[src/rtl/pb_event_fsm.sv]
// rtl/pb_event_fsm.sv - push-button press/short/long/auto-repeat event classifier
// Optional auto-repeat in HOLD is enabled by defining PB_AUTOREPEAT_EN.
module pb_event_fsm #(
  parameter int LONG_CYC   = 100,
  parameter int REPEAT_CYC = 25,
  parameter int CNT_W      = 8
) (
  input  logic clk,
  input  logic rst_n,
  input  logic pb_debounced,
  output logic press_pulse,
  output logic short_pulse,
  output logic long_pulse,
  output logic rpt_pulse,
  output logic busy
);

  typedef enum logic [1:0] {
    IDLE  = 2'd0,
    PRESS = 2'd1,
    HOLD  = 2'd2
  } state_t;

  localparam logic [CNT_W-1:0] LONG_LAST = CNT_W'(LONG_CYC - 1);

  if (LONG_CYC < 2 || LONG_CYC > (1 << CNT_W) - 1) begin : g_bad_long_cyc
    $error("pb_event_fsm: LONG_CYC out of range");
  end
  if (REPEAT_CYC < 1 || REPEAT_CYC > (1 << CNT_W) - 1) begin : g_bad_repeat_cyc
    $error("pb_event_fsm: REPEAT_CYC out of range");
  end

  state_t           state_q, state_d;
  logic [CNT_W-1:0] cnt_q, cnt_d;
  logic             pb_q, pb_d;
  logic             press_q, press_d;
  logic             short_q, short_d;
  logic             long_q, long_d;
  logic             rpt_q, rpt_d;
  logic             busy_q, busy_d;
  logic             rise;

  assign rise = pb_debounced & ~pb_q;

  always_comb begin
    pb_d    = pb_debounced;
    state_d = state_q;
    cnt_d   = cnt_q;
    press_d = 1'b0;
    short_d = 1'b0;
    long_d  = 1'b0;
    rpt_d   = 1'b0;
    case (state_q)
      IDLE: begin
        // cnt counts held edges after the rise edge, so long_pulse lands LONG_CYC edges later
        if (rise) begin
          state_d = PRESS;
          cnt_d   = '0;
          press_d = 1'b1;
        end
      end
      PRESS: begin
        if (!pb_debounced) begin
          state_d = IDLE;
          cnt_d   = '0;
          short_d = 1'b1;
        end else if (cnt_q == LONG_LAST) begin
          state_d = HOLD;
          cnt_d   = '0;
          long_d  = 1'b1;
        end else begin
          cnt_d = cnt_q + CNT_W'(1);
        end
      end
      HOLD: begin
        if (!pb_debounced) begin
          state_d = IDLE;
          cnt_d   = '0;
        end else begin
`ifdef PB_AUTOREPEAT_EN
          if (cnt_q == CNT_W'(REPEAT_CYC - 1)) begin
            cnt_d = '0;
            rpt_d = 1'b1;
          end else begin
            cnt_d = cnt_q + CNT_W'(1);
          end
`else
          cnt_d = '0;
`endif
        end
      end
      default: begin
        state_d = IDLE;
        cnt_d   = '0;
      end
    endcase
    busy_d = (state_d != IDLE);
  end

  always_ff @(posedge clk or negedge rst_n) begin
    if (!rst_n) begin
      state_q <= IDLE;
      cnt_q   <= '0;
      pb_q    <= 1'b0;
      press_q <= 1'b0;
      short_q <= 1'b0;
      long_q  <= 1'b0;
      rpt_q   <= 1'b0;
      busy_q  <= 1'b0;
    end else begin
      state_q <= state_d;
      cnt_q   <= cnt_d;
      pb_q    <= pb_d;
      press_q <= press_d;
      short_q <= short_d;
      long_q  <= long_d;
      rpt_q   <= rpt_d;
      busy_q  <= busy_d;
    end
  end

  assign press_pulse = press_q;
  assign short_pulse = short_q;
  assign long_pulse  = long_q;
  assign rpt_pulse   = rpt_q;
  assign busy        = busy_q;

endmodule
[config.mk]
export PLATFORM = sky130hd
export DESIGN_NAME = pb_event_fsm
export DESIGN_NICKNAME = d
export VERILOG_FILES = /design/src/rtl/pb_event_fsm.sv
export SDC_FILE = /design/constraint.sdc
export NUM_CORES = 1
export LEC_CHECK = 0
export ABC_AREA = 1
export BUFFER_PORTS_ARGS = -buffer_cell sky130_fd_sc_hd__buf_2
export CORE_AREA = 2 2 52 54
export DETAILED_ROUTE_END_ITERATION = 6
export DIE_AREA = 0 0 54 56
export HOLD_SLACK_MARGIN = 0.08
export PLACE_DENSITY_LB_ADDON = 0.15
export RECOVER_POWER = 25
export SYNTH_ARGS = -nofsm -noshare
export SYNTH_HDL_FRONTEND = slang
export SYNTH_SLANG_ARGS = --single-unit
[constraint.sdc]
create_clock -name clk -period 1.6 [get_ports clk]
set_input_delay 0.32 -clock clk [delete_from_list [all_inputs] [get_ports clk]]
set_output_delay 0.32 -clock clk [all_outputs]
set_load 0.1 [all_outputs]
# Word level (Yosys, flattened, before mapping)

Index checks and enable logic that the tools add are counted.

Flip-flop bits (word level): 15
Bits of input ports: 3
Output and inout bits: 5
Word-level logic and storage cells: 32

Add/sub/neg operators: 1
Eq/ne operators: 4
Mux-type cells: 16
Bitwise gates (word level): 2
Reduce and logical (&&, ||, !) cells: 2

Operators by type and width:

| kind                | count |
|---|---|
| $mux 8              | 3 |
| $pmux 8 s2          | 1 |
| $add 8x1->8 const B | 1 |
| $eq 8x7->1 const B  | 1 |
| $mux 2              | 4 |
| $mux 1              | 7 |
| $pmux 2 s3          | 1 |
| $eq 2x1->1 const B  | 1 |
| $eq 2x2->1 const B  | 1 |
| $logic_not 2->1     | 1 |
| $ne 2x2->1 const B  | 1 |
| $reduce_bool 2->1   | 1 |
| $and 1x1->1         | 1 |
| $not 1->1           | 1 |

# Logic depth before layout (Yosys ltp)

Word-level depth: 5
Mapped depth: 7
Depth with buffers taken out: 7

# Worst setup path after synthesis

No wires, ideal clock.

Kind: reg-to-reg
Start point: register cnt_q[0]
End point: register cnt_q[3]
Setup time: 121 ps
Data arrival time: 1,105 ps
Data required time: 1,479 ps
Setup slack: 374 ps
Stages on the path, launching flop included: 7
Buffers on the path: 0
Clock period less this slack: 1,226 ps
Cell sequence: dfrtp_1 > ha_1 > nand2_2 > nor2_4 > nand2_4 > a21oi_4 > nor2_2

Word-level cells in the longest chain between the ends: 4
Elaborated cells between the ends (all ways): 5
Those cells by class: 1 x add/sub; 1 x eq/ne; 3 x mux

Ends and longest elaborated chain:

| what                                             | line   | text |
|---|---|---|
| from (decl)                                      | 34     | `logic [CNT_W-1:0] cnt_q, cnt_d;` |
| from (signal assigned)                           | 112    | `cnt_q <= cnt_d;` |
| $add 8x1->8 / $eq 8x7->1 (equally long branches) | 72, 67 |  |
| $mux 8 *                                         | 67     | `end else if (cnt_q == LONG_LAST) begin` |
| $mux 8 *                                         | 63     | `if (!pb_debounced) begin` |
| $pmux 8 s2 *                                     | 53     | `case (state_q)` |

Every way passes the cells marked *; elsewhere a longest branch is shown, timed or not.
A chain may end at the register's enable or synchronous reset.

# Final worst setup path

Start point: register busy_q (netlist: busy)
End point: output port busy

RTL lines:

| what                   | line | text |
|---|---|---|
| from (decl)            | 40   | `logic busy_q, busy_d;` |
| from (signal assigned) | 118  | `busy_q <= busy_d;` |
| to (decl)              | 15   | `output logic busy` |

No word-level cell between the ends.

==> impl_metrics.toml <==
[run_status]
status = "finished clean"

[grt]
grt_pass1_vias = 600
grt_pass1_wl_um = 2590
grtUsageTotal_pct = 11.6
antenna_found_initial = 0
grt_max_degree = 16
grt-ovfl-total = 0

[cts]
clk_path_buf_depth = 2
htree_levels = 1
cts-root-buf = "clkbuf_4"
cts_buffers = 3
clk_latency_ns = 0.27
clk_pin_slew_ns = 0.08
cts.sinks = 15
postCtsResizedCells = 0
cts_tree = "done"

[sta]
tns_ns = 0
worst_pin_slew_ns = 0.768
hold_violations = 0
layout_min_cycle_time_ns = 1.34
setup_violations = 0
relSlewSlack_pct = 48.8
max_freq_ghz = 0.746
rsz0062_at_grt = "false"
finalMaxSlewViolations = 0
skew_ns = 0.00199
period_share_pct = 83.8

[die]
core_area_mm2 = 0.00243
io-pin-count = 8
start_util_pct = 34.1
rows = 18
die-area_mm2 = 0.00302
dieWidth_um = 54
die_y_um = 56

[yosys]
netlist-cell-type-count = 21
netlist_area_um2 = 828
ys_ff_latch = 15
netlist_instances = 98
synth_seq_area_share_pct = 45.3
syn_nets = 102
ys_async_sr_fraction_pct = 100
yosysWarnings = 0
synthFlopType = "dfrtp_1"
synth-edff-count = 0
postSynthAreaPerCell_um2 = 8.45

[layout]
seqCellArea_um2 = 375
drive_gt1_share_pct = 25.9
final_nets = 113
n_fill_cell = 275
postLayoutCellArea_um2 = 922
diodes = 0
syn2layout_area_growth_pct = 11.3
mostFrequentLayoutCell = "nand2_1"
fin_util_pct = 37.9
final_cell_mix = "nand2_1 (20), dfrtp_1 (15), inv_1 (14), nor2_1 (9), nand3_1 (7)"
multi_input_area_um2 = 378

[detailed_routing]
firstDrtPassIters = 4
wl_met2_um = 625
postRouteAntennaNets = 0
met1Wirelength_um = 712
routed_wirelength_um = 1390
wl_met3_um = 30
wl_per_cell_um = 10.0
drt_iter0_drc = 9
vias = 601
viasPerCell = 4.36
drcViolationCount = 0
maxUsedRoutingLayer = "met4"

[place]
place.gp.congestion = 0.757
place_area_um2 = 888
place_hpwl_um = 1120
place.port_buffers = 6

[run]
drv_cap = 0

[power_and_ir_drop]
ir_drop_mv = 0.447
power-per-cell-area_mw_per_mm2 = 844
leakage_nw = 0.479

[worst_setup_path]
cp_slowest_cell = "buf_2"
crit_chain = "buf_2"
crit_fanout = 1
cp_slowest_stage_delay_ns = 0.42
crit_family = "buffers and inverters"
worstPathRequired_ns = 1.28
setup.worst_path.start_class = "flip-flop"
cp-end-kind = "output port"
crit_type = "reg2out"
worst-path-buf-inv = 1
critPathArrivalTime_ns = 1.02

[worst_hold_path]
hp-class = "in2reg"
-- routing by layer --
layer,vias up,global-route usage (%)
li1,316,-
met1,276,17.0
met2,7,16.0
met3,2,2.42
met4,0,5.36
met5,-,0
-- cell families (layout without fill, tap and decap cells) --
kind of cell / after synthesis / after routing / synth area share [%]
xor gates and xnor gates: 3 / 3 / 3.17
AOI/OAI and AO/OA: 4 / 4 / 4.23
DFF: 15 / 15 / 45.3
and+or+nand+nor: 55 / 55 / 36.3
buffers and inverters: 19 / 29 / 9.06
other: 1 / 1 / 0.453
adders and majority gates: 1 / 1 / 1.51
-- registers in the layout, indices dropped and copies added (netlist names) --
name         cells
state_q          2
cnt_q            8
long_pulse       1
short_pulse      1
press_pulse      1
pb_q             1
busy             1
-- timing repair --
| action | 4_1_cts | 5_1_grt |
|---|---|---|
| hold buffers | 1 | 0 |
| hold endpoints to repair | 15 | 0 |
| buffers inserted | 0 | 0 |
| endpoints found under the setup margin | 0 | 0 |
-- area by class of cell --
type,instances,share of cell area (%)
multi-input cells,64,41.0
clock buffers,4,2.85
well taps,30,4.07
flip-flops and latches,15,40.7
repair buffers,7,4.07
inverters,18,7.33
-- worst paths after layout --
check	startpoint	end	slack [ns]	cells past startpoint
max reg2reg	cnt_q[0]	cnt_q[5]	0.26	6
max in group asynchronous	rst_n	cnt_q[5]	0.50	2
min	pb_debounced	pb_q	0.28	1
min in group asynchronous	rst_n	state_q[1]	0.63	2
min reg2reg	cnt_q[0]	cnt_q[0]	0.52	1
max	busy	busy	0.26	1
-- through the flow --
| stage | worst slack, ns | instances | total power, mW | hold WS (ns) |
|---|---|---|---|---|
| floorplan | 0.374 | 98 | 0.550 | 0.0244 |
| global placement | 0.310 | 133 | 0.584 | 0.239 |
| detailed placement | 0.266 | 133 | 0.582 | 0.241 |
| CTS | 0.241 | 138 | 0.800 | 0.221 |
| global route | 0.144 | 138 | 0.830 | 0.295 |
| finish | 0.260 | 138 | 0.778 | 0.278 |
-- power by group --
group          switching [mW]  internal [mW]  total [mW]
sequential             0.0139          0.398       0.412
combinational           0.127         0.0346       0.161
clock                   0.109         0.0966       0.206
-- cells in the mapped netlist (2+ instances only) --
cell type,instances,area share [%]
nand3_1,7,4.2
nor2_1,9,4.1
nand2_4,2,2.7
nor2_2,5,3.8
inv_2,4,1.8
nor2_4,3,4.1
dfrtp_1,15,45
nand4_1,3,2.3
xor2_1,3,3.2
inv_1,14,6.3
nand2_1,20,9.1
nand2_2,4,3.0
No activity file was read; power rests on OpenSTA's default activity.
